<file path="src/rtl/adaptimer2_s_axi_timer_if.sv">
// AXI4-Lite bus bundle between the AdapTimer2 master BFM and the timer slave.
// The master modport drives requests and the slave modport drives responses.
interface adaptimer2_s_axi_timer_if #(
   parameter int ADDR_W = 5,
   parameter int DATA_W = 32
);
   logic [ADDR_W-1:0]   awaddr;
   logic [2:0]          awprot;
   logic                awvalid;
   logic                awready;
   logic [DATA_W-1:0]   wdata;
   logic [DATA_W/8-1:0] wstrb;
   logic                wvalid;
   logic                wready;
   logic [1:0]          bresp;
   logic                bvalid;
   logic                bready;
   logic [ADDR_W-1:0]   araddr;
   logic [2:0]          arprot;
   logic                arvalid;
   logic                arready;
   logic [DATA_W-1:0]   rdata;
   logic [1:0]          rresp;
   logic                rvalid;
   logic                rready;

   modport slave (
      input  awaddr, awprot, awvalid, wdata, wstrb, wvalid, bready,
      input  araddr, arprot, arvalid, rready,
      output awready, wready, bresp, bvalid, arready, rdata, rresp, rvalid
   );

   modport master (
      output awaddr, awprot, awvalid, wdata, wstrb, wvalid, bready,
      output araddr, arprot, arvalid, rready,
      input  awready, wready, bresp, bvalid, arready, rdata, rresp, rvalid
   );
endinterface

</file>
<file path="src/rtl/adaptimer2_s_axi_timer.sv">
// AdapTimer2 AXI4-Lite slave: CTRL/PERIOD/COMPARE/SCRATCH registers, read-only
// COUNT/STATUS, and the prescaled period timer that drives timer_irq.
module adaptimer2_s_axi_timer #(
   parameter int C_S_AXI_DATA_WIDTH = 32,
   parameter int C_S_AXI_ADDR_WIDTH = 5
) (
   input  logic                           ACLK,
   input  logic                           ARESETN,
   adaptimer2_s_axi_timer_if.slave        s_axi,
   output logic                           timer_irq
);
   localparam logic [2:0] IDX_CTRL    = 3'd0;
   localparam logic [2:0] IDX_PERIOD  = 3'd1;
   localparam logic [2:0] IDX_COMPARE = 3'd2;
   localparam logic [2:0] IDX_SCRATCH = 3'd3;
   localparam logic [2:0] IDX_COUNT   = 3'd4;
   localparam logic [2:0] IDX_STATUS  = 3'd5;

   logic        awready_r, wready_r, bvalid_r;
   logic        arready_r, rvalid_r;
   logic [31:0] rdata_r;
   logic [31:0] ctrl_r, period_r, compare_r, scratch_r, count_r;
   logic [7:0]  prescale_r;
   logic        status_r, irq_r;

   logic [31:0] ctrl_nxt_s, period_nxt_s, compare_nxt_s, scratch_nxt_s, count_nxt_s;
   logic [7:0]  prescale_nxt_s;
   logic        status_nxt_s, tick_s, event_s, w1c_s;
   logic        wr_fire_s;
   logic [2:0]  wr_idx_s, rd_idx_s;
   logic [31:0] rd_mux_s;
   logic        unused_ok_s;

   function automatic logic [31:0] merge_bytes(input logic [31:0] old_v,
                                               input logic [31:0] new_v,
                                               input logic [3:0]  strb);
      logic [31:0] res;
      for (int i = 0; i < 4; i++) begin
         res[8*i +: 8] = strb[i] ? new_v[8*i +: 8] : old_v[8*i +: 8];
      end
      return res;
   endfunction

   // Ready pulses only while the master still holds both valids, so this is the write edge.
   assign wr_fire_s   = awready_r & wready_r & s_axi.awvalid & s_axi.wvalid;
   assign wr_idx_s    = s_axi.awaddr[4:2];
   assign rd_idx_s    = s_axi.araddr[4:2];
   assign unused_ok_s = ^{s_axi.awprot, s_axi.arprot, s_axi.awaddr[1:0], s_axi.araddr[1:0]};

   // Write address/data acceptance and the held write response.
   always_ff @(posedge ACLK or negedge ARESETN) begin
      if (!ARESETN) begin
         awready_r <= 1'b0;
         wready_r  <= 1'b0;
         bvalid_r  <= 1'b0;
      end else begin
         if (awready_r) begin
            awready_r <= 1'b0;
            wready_r  <= 1'b0;
         end else if (s_axi.awvalid && s_axi.wvalid && !bvalid_r) begin
            awready_r <= 1'b1;
            wready_r  <= 1'b1;
         end
         if (wr_fire_s) begin
            bvalid_r <= 1'b1;
         end else if (bvalid_r && s_axi.bready) begin
            bvalid_r <= 1'b0;
         end
      end
   end

   // Read data selection; COUNT is sampled during the ARREADY cycle.
   always_comb begin
      rd_mux_s = 32'h0000_0000;
      case (rd_idx_s)
         IDX_CTRL:    rd_mux_s = ctrl_r;
         IDX_PERIOD:  rd_mux_s = period_r;
         IDX_COMPARE: rd_mux_s = compare_r;
         IDX_SCRATCH: rd_mux_s = scratch_r;
         IDX_COUNT:   rd_mux_s = count_r;
         IDX_STATUS:  rd_mux_s = {31'd0, status_r};
         default:     rd_mux_s = 32'h0000_0000;
      endcase
   end

   // Read address acceptance and the held read data beat.
   always_ff @(posedge ACLK or negedge ARESETN) begin
      if (!ARESETN) begin
         arready_r <= 1'b0;
         rvalid_r  <= 1'b0;
         rdata_r   <= 32'h0000_0000;
      end else begin
         if (arready_r) begin
            arready_r <= 1'b0;
            rvalid_r  <= 1'b1;
            rdata_r   <= rd_mux_s;
         end else if (s_axi.arvalid && !rvalid_r) begin
            arready_r <= 1'b1;
         end else if (rvalid_r && s_axi.rready) begin
            rvalid_r  <= 1'b0;
         end
      end
   end

   // Next-state for the register file, prescaler, counter and period event.
   always_comb begin
      ctrl_nxt_s     = ctrl_r;
      period_nxt_s   = period_r;
      compare_nxt_s  = compare_r;
      scratch_nxt_s  = scratch_r;
      prescale_nxt_s = prescale_r;
      count_nxt_s    = count_r;
      tick_s         = 1'b0;
      event_s        = 1'b0;
      w1c_s          = 1'b0;

      if (ctrl_r[0]) begin
         if (prescale_r == ctrl_r[15:8]) begin
            prescale_nxt_s = 8'd0;
            tick_s         = 1'b1;
         end else begin
            prescale_nxt_s = prescale_r + 8'd1;
         end
      end else begin
         prescale_nxt_s = prescale_r;
      end

      if (tick_s) begin
         if (count_r >= period_r) begin
            count_nxt_s = 32'd0;
            event_s     = 1'b1;
         end else begin
            count_nxt_s = count_r + 32'd1;
         end
      end else begin
         count_nxt_s = count_r;
      end

      if (wr_fire_s) begin
         case (wr_idx_s)
            IDX_CTRL: begin
               ctrl_nxt_s = merge_bytes(ctrl_r, s_axi.wdata, s_axi.wstrb);
               if (!ctrl_nxt_s[0]) begin
                  prescale_nxt_s = 8'd0;
               end else begin
                  prescale_nxt_s = prescale_nxt_s;
               end
            end
            IDX_PERIOD:  period_nxt_s  = merge_bytes(period_r, s_axi.wdata, s_axi.wstrb);
            IDX_COMPARE: compare_nxt_s = merge_bytes(compare_r, s_axi.wdata, s_axi.wstrb);
            IDX_SCRATCH: scratch_nxt_s = merge_bytes(scratch_r, s_axi.wdata, s_axi.wstrb);
            IDX_STATUS:  w1c_s         = s_axi.wstrb[0] & s_axi.wdata[0];
            default:     w1c_s         = 1'b0;
         endcase
      end else begin
         w1c_s = 1'b0;
      end

      // A fresh period event outranks a coincident clear.
      if (event_s) begin
         status_nxt_s = 1'b1;
      end else if (w1c_s) begin
         status_nxt_s = 1'b0;
      end else begin
         status_nxt_s = status_r;
      end
   end

   // Timer and register state, with the interrupt registered from next-state values.
   always_ff @(posedge ACLK or negedge ARESETN) begin
      if (!ARESETN) begin
         ctrl_r     <= 32'd0;
         period_r   <= 32'd0;
         compare_r  <= 32'd0;
         scratch_r  <= 32'd0;
         count_r    <= 32'd0;
         prescale_r <= 8'd0;
         status_r   <= 1'b0;
         irq_r      <= 1'b0;
      end else begin
         ctrl_r     <= ctrl_nxt_s;
         period_r   <= period_nxt_s;
         compare_r  <= compare_nxt_s;
         scratch_r  <= scratch_nxt_s;
         count_r    <= count_nxt_s;
         prescale_r <= prescale_nxt_s;
         status_r   <= status_nxt_s;
         irq_r      <= status_nxt_s & ctrl_nxt_s[1];
      end
   end

   assign s_axi.awready = awready_r;
   assign s_axi.wready  = wready_r;
   assign s_axi.bvalid  = bvalid_r;
   assign s_axi.bresp   = 2'b00;
   assign s_axi.arready = arready_r;
   assign s_axi.rvalid  = rvalid_r;
   assign s_axi.rdata   = rdata_r;
   assign s_axi.rresp   = 2'b00;
   assign timer_irq     = irq_r;
endmodule

</file>
<file path="src/flat_wrapper.sv">
// flat-port wrapper written by rule: the top's interface ports become plain ports
module adaptimer2_s_axi_timer_flat 
#(
   parameter int C_S_AXI_DATA_WIDTH = 32,
   parameter int C_S_AXI_ADDR_WIDTH = 5
)
  (ACLK, ARESETN, timer_irq, s_axi_awaddr, s_axi_awprot, s_axi_awvalid, s_axi_wdata, s_axi_wstrb, s_axi_wvalid, s_axi_bready, s_axi_araddr, s_axi_arprot, s_axi_arvalid, s_axi_rready, s_axi_awready, s_axi_wready, s_axi_bresp, s_axi_bvalid, s_axi_arready, s_axi_rdata, s_axi_rresp, s_axi_rvalid);
  adaptimer2_s_axi_timer_if #(.ADDR_W(5), .DATA_W(32)) s_axi_i ();
  input  logic ACLK;
  input  logic ARESETN;
  output logic timer_irq;
  input wire logic [$bits(s_axi_i.awaddr)-1:0] s_axi_awaddr;
  input wire logic [$bits(s_axi_i.awprot)-1:0] s_axi_awprot;
  input wire logic [$bits(s_axi_i.awvalid)-1:0] s_axi_awvalid;
  input wire logic [$bits(s_axi_i.wdata)-1:0] s_axi_wdata;
  input wire logic [$bits(s_axi_i.wstrb)-1:0] s_axi_wstrb;
  input wire logic [$bits(s_axi_i.wvalid)-1:0] s_axi_wvalid;
  input wire logic [$bits(s_axi_i.bready)-1:0] s_axi_bready;
  input wire logic [$bits(s_axi_i.araddr)-1:0] s_axi_araddr;
  input wire logic [$bits(s_axi_i.arprot)-1:0] s_axi_arprot;
  input wire logic [$bits(s_axi_i.arvalid)-1:0] s_axi_arvalid;
  input wire logic [$bits(s_axi_i.rready)-1:0] s_axi_rready;
  output wire logic [$bits(s_axi_i.awready)-1:0] s_axi_awready;
  output wire logic [$bits(s_axi_i.wready)-1:0] s_axi_wready;
  output wire logic [$bits(s_axi_i.bresp)-1:0] s_axi_bresp;
  output wire logic [$bits(s_axi_i.bvalid)-1:0] s_axi_bvalid;
  output wire logic [$bits(s_axi_i.arready)-1:0] s_axi_arready;
  output wire logic [$bits(s_axi_i.rdata)-1:0] s_axi_rdata;
  output wire logic [$bits(s_axi_i.rresp)-1:0] s_axi_rresp;
  output wire logic [$bits(s_axi_i.rvalid)-1:0] s_axi_rvalid;
  assign s_axi_i.awaddr = s_axi_awaddr;
  assign s_axi_i.awprot = s_axi_awprot;
  assign s_axi_i.awvalid = s_axi_awvalid;
  assign s_axi_i.wdata = s_axi_wdata;
  assign s_axi_i.wstrb = s_axi_wstrb;
  assign s_axi_i.wvalid = s_axi_wvalid;
  assign s_axi_i.bready = s_axi_bready;
  assign s_axi_i.araddr = s_axi_araddr;
  assign s_axi_i.arprot = s_axi_arprot;
  assign s_axi_i.arvalid = s_axi_arvalid;
  assign s_axi_i.rready = s_axi_rready;
  assign s_axi_awready = s_axi_i.awready;
  assign s_axi_wready = s_axi_i.wready;
  assign s_axi_bresp = s_axi_i.bresp;
  assign s_axi_bvalid = s_axi_i.bvalid;
  assign s_axi_arready = s_axi_i.arready;
  assign s_axi_rdata = s_axi_i.rdata;
  assign s_axi_rresp = s_axi_i.rresp;
  assign s_axi_rvalid = s_axi_i.rvalid;
  adaptimer2_s_axi_timer #(.C_S_AXI_DATA_WIDTH(C_S_AXI_DATA_WIDTH), .C_S_AXI_ADDR_WIDTH(C_S_AXI_ADDR_WIDTH)) u_core (.ACLK(ACLK), .ARESETN(ARESETN), .s_axi(s_axi_i), .timer_irq(timer_irq));
endmodule
</file>
<file path="config.mk">
export PLATFORM = sky130hd
export DESIGN_NAME = adaptimer2_s_axi_timer_flat
export DESIGN_NICKNAME = d
export VERILOG_FILES = /design/src/rtl/adaptimer2_s_axi_timer_if.sv /design/src/rtl/adaptimer2_s_axi_timer.sv /design/src/flat_wrapper.sv
export SDC_FILE = /design/constraint.sdc
export NUM_CORES = 1
export LEC_CHECK = 0
export BUFFER_PORTS_ARGS = -buffer_cell sky130_fd_sc_hd__buf_2
export CAP_MARGIN = 20
export CORE_ASPECT_RATIO = 0.9
export CORE_UTILIZATION = 64
export CTS_CLUSTER_SIZE = 10
export DETAILED_ROUTE_END_ITERATION = 12
export HOLD_SLACK_MARGIN = 0.02
export PLACE_DENSITY = 0.84
export RECOVER_POWER = 50
export SLEW_MARGIN = 5
export SYNTH_ARGS = -nofsm -noshare
export SYNTH_HDL_FRONTEND = slang
export SYNTH_SLANG_ARGS = --single-unit
</file>
<file path="constraint.sdc">
create_clock -name ACLK -period 4.4 [get_ports ACLK]
set_clock_uncertainty 0.05 [all_clocks]
set_input_delay 0.66 -clock ACLK [delete_from_list [all_inputs] [get_ports ACLK]]
set_output_delay 0.66 -clock ACLK [all_outputs]
set_load 0.005 [all_outputs]
</file>
Yosys cells after proc, flatten, opt, wreduce, memory -nomap -nowiden:

Index checks and enable logic that the tools add are counted.

* reductions and logical operators: 30
* add/sub/neg operators: 2
* eq/ne operators: 11
* $lt $le $gt $ge: 1
* multiplexer cells: 29
* bitwise operators: 5

Operators with widths (count)
* one-hot mux 32 bit (6 select lines): 1
* AND reduction 3 bit: 16
* two-way mux 8 bit: 5
* adder 32 x 1 -> 32 bit (second input constant): 1
* >= comparator 32 bit: 1
* two-way mux 32 bit: 1
* two-way mux 1 bit: 19
* == test 3 x 2 -> 1 bit (second input constant): 4
* == test 3 bit (second input constant): 3
* adder 8 x 1 -> 8 bit (second input constant): 1
* == test 8 bit: 1
* == test 3 x 1 -> 1 bit (second input constant): 2
* logical NOT 3 bit: 2
* two-way mux 2 bit: 3
* nonzero test 2 bit: 3
* bitwise AND 1 bit: 5
* logical AND 1 bit: 5
* AND reduction 2 bit: 2
* logical NOT 1 bit: 2
* inequality test 2 x 1 -> 1 bit (second input constant): 1

* output and inout bits: 42
* bits of input ports: 59
* bits in registers: 207

Longest topological paths before layout:

Gate-level depths: netlist (run 1).

* depth in word-level cells: 7
* gate-level depth with buffers: 10
* mapped depth without buffers: 8

Worst setup path after synthesis (run 1):

No wires, ideal clock.

* path kind: register to register
* start: register u_core.count_r[0]
* end: register u_core.count_r[16]
* path slack: 1973 ps
* data arrival time: 2311 ps
* data required time: 4284 ps
* stages on the path, launching flop included: 10
* setup time: 66 ps
* cell sequence: dfrtp_1 inv_1 ha_1 nand2b_4 a2111o_1 a311o_1 o21a_4 buf_6 o31ai_1 a22o_1

* cells in the longest elaborated chain, start to end: 2
* elaborated cells between the ends (all ways): 3
* classes of those cells: 1 x add/sub; 1 x order compare; 1 x mux

RTL lines
* from (decl): RTL line adaptimer2_s_axi_timer.sv:22 `logic [31:0] ctrl_r, period_r, compare_r, scratch_r, count_r;`
* from (signal assigned): RTL line adaptimer2_s_axi_timer.sv:185 `count_r <= count_nxt_s;`
* adder 32 x 1 -> 32 bit or >= comparator 32 bit (tied branches): RTL line adaptimer2_s_axi_timer.sv:133, adaptimer2_s_axi_timer.sv:129
* two-way mux 32 bit *: RTL line adaptimer2_s_axi_timer.sv:129 `if (count_r >= period_r) begin`

Every way passes the cells marked *; elsewhere a longest branch is shown, timed or not.
A chain may end at the register's enable or synchronous reset.

Final worst setup path (run 1):

* start: register u_core.ctrl_r[14]
* end: register u_core.count_r[18]

* cells in the longest elaborated chain, start to end: 3

RTL lines
* from (decl): RTL line adaptimer2_s_axi_timer.sv:22
* from (signal assigned): RTL line adaptimer2_s_axi_timer.sv:181 `ctrl_r <= ctrl_nxt_s;`
* == test 8 bit: RTL line adaptimer2_s_axi_timer.sv:118 `if (prescale_r == ctrl_r[15:8]) begin`
* two-way mux 1 bit: RTL line adaptimer2_s_axi_timer.sv:118
* two-way mux 1 bit: RTL line adaptimer2_s_axi_timer.sv:117 `if (ctrl_r[0]) begin`

No other way between the ends.

==> results of run 1 <==
==> critical path: cells and delay by family (launching register included) <==
family	cells	cell delay, ns
xor+xnor	1	0.17
simple gates	3	2.08
compound gates	1	0.25
flops	1	0.42
==> cells in the mapped netlist, types with 3 or more instances <==
cell      number  area, µm²
dfrtp_1      207       5180
a31oi_1       19        119
nor2_1        35        131
mux2_2       127       1430
a21o_1         9       67.6
a22o_1        10       87.6
and3_1         4       25.0
nor4_2         3       37.5
and2_1         7       43.8
o211ai_1       4       30.0
mux4_2        16        360
buf_2          7       35.0
a22oi_1       28        210
xor2_1        12        105
nor4_1         3       18.8
buf_1          3       11.3
nand3_1       14       70.1
a211oi_1       4       30.0
o21ai_0       23        115
o22ai_1       33        206
nor3_1        14       70.1
clkbuf_1      37        139
ha_1          34        425
nor3b_1        3       22.5
nand2_1       74        278
xnor2_1        8       70.1
o31ai_1        9       67.6
inv_1         74        278
a21oi_1       17       85.1
buf_4          5       37.5
o22a_1        14        123
nor2b_1       22        138
mux2i_1        6       60.1
nand4_1       19        119
a31o_2         3       26.3
or3_1          3       18.8
==> metrics by stage <==
step	util, %	hold slack [ns]	std cells
detailed placement	69.1	0.408	1206
global placement	69.1	0.392	1206
global route	73.0	0.303	1233
finish	73.0	0.297	1233
CTS	73.1	0.236	1233
floorplan	-	0.314	955
==> sequential cells by signal, summed over array words and instances, names as in the netlist <==
signal / count
u_core.compare_r: 32
u_core.count_r: 32
u_core.ctrl_r: 32
u_core.period_r: 32
u_core.prescale_r: 8
u_core.s_axi.arready: 1
u_core.s_axi.awready: 1
u_core.s_axi.bvalid: 1
u_core.s_axi.rdata: 32
u_core.s_axi.rvalid: 1
u_core.s_axi.wready: 1
u_core.scratch_r: 32
u_core.status_r: 1
u_core.timer_irq: 1
==> kinds of logic after synthesis <==
| kind of cell | share of synthesized area (%) |
|---|---|
| AOI/OAI and AO/OA | 12.8 |
| xor gates and xnor gates | 1.64 |
| adders and majority gates | 3.99 |
| buffers and inverters | 4.90 |
| DFF | 48.6 |
| muxes | 17.3 |
| other | 0.0352 |
| and+or+nand+nor | 10.7 |
==> layout make-up <==
| class | count | area share [%] |
|---|---|---|
| Clock buffer | 27 | 5.43 |
| Tap cell | 207 | 2.19 |
| Multi-Input combinational cell | 620 | 42.0 |
| Timing Repair Buffer | 98 | 4.32 |
| Inverter | 74 | 2.34 |
| Sequential cell | 207 | 43.7 |
==> routing by layer <==
metal / global-route usage [%] / vias up / part of all wire [%]
met2: 48.5 / 375 / 46
met4: 9.45 / 0 / 2.2
met1: 46.0 / 3944 / 44
met5: 0 / - / 0
met3: 4.92 / 47 / 7.8
li1: - / 3579 / -
==> power breakdown <==
part / switching (W) / internal (W) / leakage (nW)
clock: 0.000715 / 0.00101 / 0.316
sequential: 0.000110 / 0.00202 / 2.85
combinational: 0.000376 / 0.000243 / 2.46
total: 0.00120 / 0.00327 / 5.62
==> how the worst max path moves through the flow <==
stage,endpoint,slack (ns),cells after the start
after floorplan,u_core.count_r[16],1.97,9
after global placement,u_core.count_r[28],1.51,8
after detailed placement,u_core.count_r[2],1.44,8
after CTS,u_core.count_r[28],1.43,8
after global routing,u_core.count_r[14],0.75,2
final,u_core.count_r[18],1.35,5
==> impl_results.md, run 1 <==
* Status: finished, violations left
* Failing checks: design-rule violations, max-capacitance violations, max-slew violations
* Antenna Diode Count at 0
* Maximum buffer depth of the clock tree at 3
* Total gr overflow at 0
* Final HPWL DP at 17.6 mm
* Worst min path class: in2reg
* Vias in the first global route at between 7,000 and 8,000
* # hold bufs at CTS at 0
* Worst-Skew Late Latency at around 0.51 ns
* Synthesized flop and latch total at 207
* Worst Hold End: u_core.s_axi.bvalid
* Worst-Margin Slew at 2.66 ns
* Final RePlAce weighted congestion at ~0.88
* Net count reported at finish at 1,118
* Starting Density at about two thirds
* FF-to-FF setup slack at 1.35 ns
* Area delta synth->final at 11.1%
* First-pass GRT wire length at 42.2 mm
* Total Power at about 0.0045 W
* PwrDens at 378 nW/µm²
* TritonCTS clock tree: yes
* Vias per cell at around 6.4
* Placed cell area at between 10,000 and 15,000 µm²
* Final Max Slew Viols at 107
* Fin area at between 10,000 and 15,000 µm²
* Setup slack after layout at approximately 1.3 ns
* Critical path cell sequence: xor2_1 > nor4_1 > nand3_2 > nor3_4 > a22o_1
* Core area at between 15,000 and 20,000 µm²
* F_max at 328 MHz
* Crit Path Category: reg2reg
* CTS sink cnt at a little over 200
* Setup Viol. Count Final at 0
* Required @ worst endpoint at 4.79 ns
* Area of the multi-input gates at ~5000 µm²
* Mean post-synth cell area at 11.2 µm²
* Clk pin slew, worst setup/hold paths at about 0.05 ns
* Asr flop ratio synth at between 90% and 100%
* Minimum clock period at roughly 3 ns
* Mapped Area at 10,700 µm²
* Crit path launch: u_core.ctrl_r[14]
* Critical path launch point type: flop
* Remaining antenna violation count at 0
* Critical R2R Launch: u_core.ctrl_r[14]
* DR vias at a little under 8,000
* 1st-iter DRT viols at 666
* CTS root buffer: clkbuf_16
* Dpl ws at between 1 and 1.5 ns
* Setup TNS at 0 ns
* Critical Path Max Stage Delay at 0.81 ns
* Rows at 44
* Register Area at slightly above 5000 µm²
* Synth cell types at 70
* Initial antenna violation count at 0
* Count of input and output buffers at between 80 and 90
* Post-route DRC at 10
* Leakage power at roughly 5.6 nW
* CP max-delay cell: nor3_4
* Most common flop cell mapped by yosys: dfrtp_1
* CTS H-tree lvls at 1
* Cells after synthesis at 952
* PostCTS Resize Cnt at 0
* Final Hold Vio Count at 0
* Max-Slew Margin vs Limit at -77.1%
* Critical Path Fanout Max at 35
* Crit end category: flop
* Hold_sp: s_axi_bready
* I/O pin count at between 100 and 150
* Most common cell after layout, fill and taps aside: dfrtp_1
* Layout fillers at between 1,000 and 1,500
* First-pass DRT Iterations at 9
* Reg2Reg Depth at 5
* Post-CTS Setup Bufs at 0
* Total CTS buffers at 24
* Die ar. at between 15,000 and 20,000 µm²
* Pin count of the biggest net entering global routing at about 110
* Most frequent cells in the layout: dfrtp_1, mux2_2, buf_2, inv_1, nand2_1
* Final WL at around 26 mm
* DR WL/cell at just over 20 µm
* Post-synth EDFFs at 0
* Chip width at around 140 µm
* Fin crit share at 69.3%
* Max cap viols at 1
* Sequential share of the synthesized area at 48.6%
* Warnings, synthesis at 0
* Endpoint arrival time on the critical path at approximately 3.4 ns
* GRT Overall Usage at 31.3%
* RSZ-0062 raised after global routing: false
* Peak supply drop at 0.000323 V
* DIE HEIGHT at between 100 and 150 µm
* Reg2reg end: u_core.count_r[18]
* Share of layout cells above drive strength 1 at between 20% and 30%
* Hold path depth at 2
Power figures use the tool's default switching activity.
==> inputs of run 2 (changes only) <==
Settings changed: CORE_UTILIZATION 64 to 60, PLACE_DENSITY 0.84 to 0.8.
Clock period 4.4 ns to 2.9 ns, I/O delays scaled along.
==> impl_results.md, run 2 (synthesis results as in run 1) <==
* CP max-delay cell: a2111o_1
* Critical path cell sequence: inv_1 > ha_1 > nand2b_4 > a2111o_1 > a311o_1 > o21ai_4 > nand3_1 > o31ai_1
* Setup TNS at 0 ns
* Most common cell after layout, fill and taps aside: dfrtp_1
* Final Hold Vio Count at 0
* Pin count of the biggest net entering global routing at between 80 and 90
* Core area at 17,100 µm²
* PostCTS Resize Cnt at 0
* FF-to-FF setup slack at about 0.22 ns
* Final WL at ~27 mm
* CTS root buffer: clkbuf_16
* Max-Slew Margin vs Limit at -28.9%
* Max cap viols at 1
* Initial antenna violation count at 0
* Required @ worst endpoint at 3.27 ns
* Area delta synth->final at 14.4%
* Die ar. at between 15,000 and 20,000 µm²
* Post-route DRC at 0
* Register Area at between 5000 and 6000 µm²
* Setup Viol. Count Final at 0
* Final RePlAce weighted congestion at between 0.9 and 1
* Critical Path End: u_core.count_r[26]
* Clock group share of total power at between 30% and 40%
* Net count reported at finish at roughly 1,200
* Peak supply drop at between 0.0004 and 0.0005 V
* Rows at 45
* Area of the multi-input gates at around 5000 µm²
* Total CTS buffers at 24
* Fin area at ~12,000 µm²
* Seq pwr share at between 40% and 50%
* Crit path launch: u_core.count_r[0]
* Placed cell area at approximately 12,000 µm²
* Critical path launch point type: flop
* Critical R2R Launch: u_core.count_r[0]
* Critical path depth at 8
* Net Switching at between 0.0015 and 0.002 W
* Reg2Reg Depth at 8
* Combinational share of power at roughly 15%
* DR WL/cell at roughly 21 µm
* Count of input and output buffers at 86
* First-pass DRT Iterations at 8
* Worst-Skew Late Latency at between 0.5 and 0.6 ns
* Setup slack after layout at around 0.22 ns
* Status: finished, violations left
* Switching share of power at a little over a quarter
* Crit end category: flop
* I/O pin count at roughly 100
* Maximum buffer depth of the clock tree at 3
* Starting Density at between 60% and 70%
* CTS sink cnt at 207
* Endpoint arrival time on the critical path at between 3 and 4 ns
* Worst path bufs/invs at 1
* Minimum clock period at 2.68 ns
* Vias per cell at approximately 6.3
* Worst min path class: in2reg
* CTS H-tree lvls at 1
* Total gr overflow at 0
* RSZ-0062 raised after global routing: false
* Remaining antenna violation count at 0
* Failing checks: max-capacitance violations, max-slew violations
* Internal cell power at 0.00498 W
* DIE HEIGHT at around 130 µm
* First-pass GRT wire length at ~44 mm
* Vias in the first global route at 8,071
* Crit Path Category: reg2reg
* Critical Path Max Stage Delay at 0.40 ns
* F_max at approximately 370 MHz
* GRT Overall Usage at just over 30%
* Fin crit share at between 90 and 100%
* Share of layout cells above drive strength 1 at 29.6%
* DR vias at 8,095
* Layout fillers at 1,262
* PwrDens at between 500 and 600 nW/µm²
* Chip width at approximately 140 µm
* Leakage power at between 5 and 6 nW
* 1st-iter DRT viols at ~700
* Critical Path Fanout Max at 12
* Clk pin slew, worst setup/hold paths at roughly 0.060 ns
* Final Max Slew Viols at 83
* Largest delay share family, worst path: compound AO/OA/AOI/OAI gates
* Dpl ws at 0.291 ns
* Worst-Margin Slew at slightly below 2 ns
* Reg2reg end: u_core.count_r[26]
* Final HPWL DP at approximately 19 mm
* Antenna Diode Count at 0
* Most frequent cells in the layout: dfrtp_1, mux2_2, buf_2, inv_1, nand2_1
* TritonCTS clock tree: yes
## run 2: changes by cell type in the layout (fill, tap and decap cells not counted), moves of 2 or more
cell      change
buf_4        +26
buf_12        +5
clkbuf_1      +2
clkbuf_2      -2
## run 2: worst min-delay path by stage
stage,depth (start not counted),slack (ns),start,end
6_report,2,0.07,s_axi_bready,u_core.s_axi.bvalid
5_1_grt,2,0.07,s_axi_bready,u_core.s_axi.bvalid
4_1_cts,2,0.07,s_axi_bready,u_core.s_axi.bvalid
3_5_place_dp,1,0.40,u_core.s_axi.rvalid,u_core.s_axi.arready
3_3_place_gp,1,0.40,u_core.s_axi.bvalid,u_core.s_axi.awready
2_1_floorplan,0,0.09,ARESETN,u_core.compare_r[0]
## run 2: worst register-to-register path: stages, from the launching register on
cell,delay (ns)
dfrtp_1,0.34
inv_1,0.05
ha_1,0.28
nand2b_4,0.14
a2111o_1,0.41
a311o_1,0.35
o21ai_4,0.37
nand3_1,0.28
o31ai_1,0.32
## run 2: repair_timing
action | 4_1_cts | 5_1_grt
hold buffers | 1 | 0
hold endpoints to repair | 80 | 0
buffers inserted | 0 | 0
## run 2: per-layer routing
metal	global-route usage, %	wire [µm]	vias up
met3	5.06	1720	54
met1	45.3	12200	4083
met2	48.1	12500	306
met4	8.86	657	0
met5	0	0	-
li1	-	-	3652
## run 2: metrics by stage
stage | hold WS (ns) | utilization, % | power [W] | std cells
floorplan | 0.0894 | - | 0.00387 | 955
global route | 0.0731 | 71.3 | 0.00710 | 1294
global placement | 0.397 | 67.5 | 0.00424 | 1264
finish | 0.0738 | 71.3 | 0.00684 | 1294
CTS | 0.0687 | 71.3 | 0.00686 | 1293
detailed placement | 0.396 | 67.5 | 0.00428 | 1265
## run 2: power groups by stage
stage	combinational, W	clock, W	sequential, W
after floorplan	0.000658	0	0.00322
after global placement	0.00100	0	0.00324
after detailed placement	0.00103	0	0.00325
after CTS	0.00104	0.00262	0.00320
after global routing	0.00115	0.00272	0.00323
final	0.00105	0.00259	0.00320
## run 2: cell type report
type | count | area share (%)
clock buffer | 26 | 5.07
clock inverter | 1 | 0.133
inverter | 74 | 2.28
multi-input combinational | 620 | 40.8
sequential | 207 | 42.5
tap | 235 | 2.41
timing repair buffer | 131 | 6.85
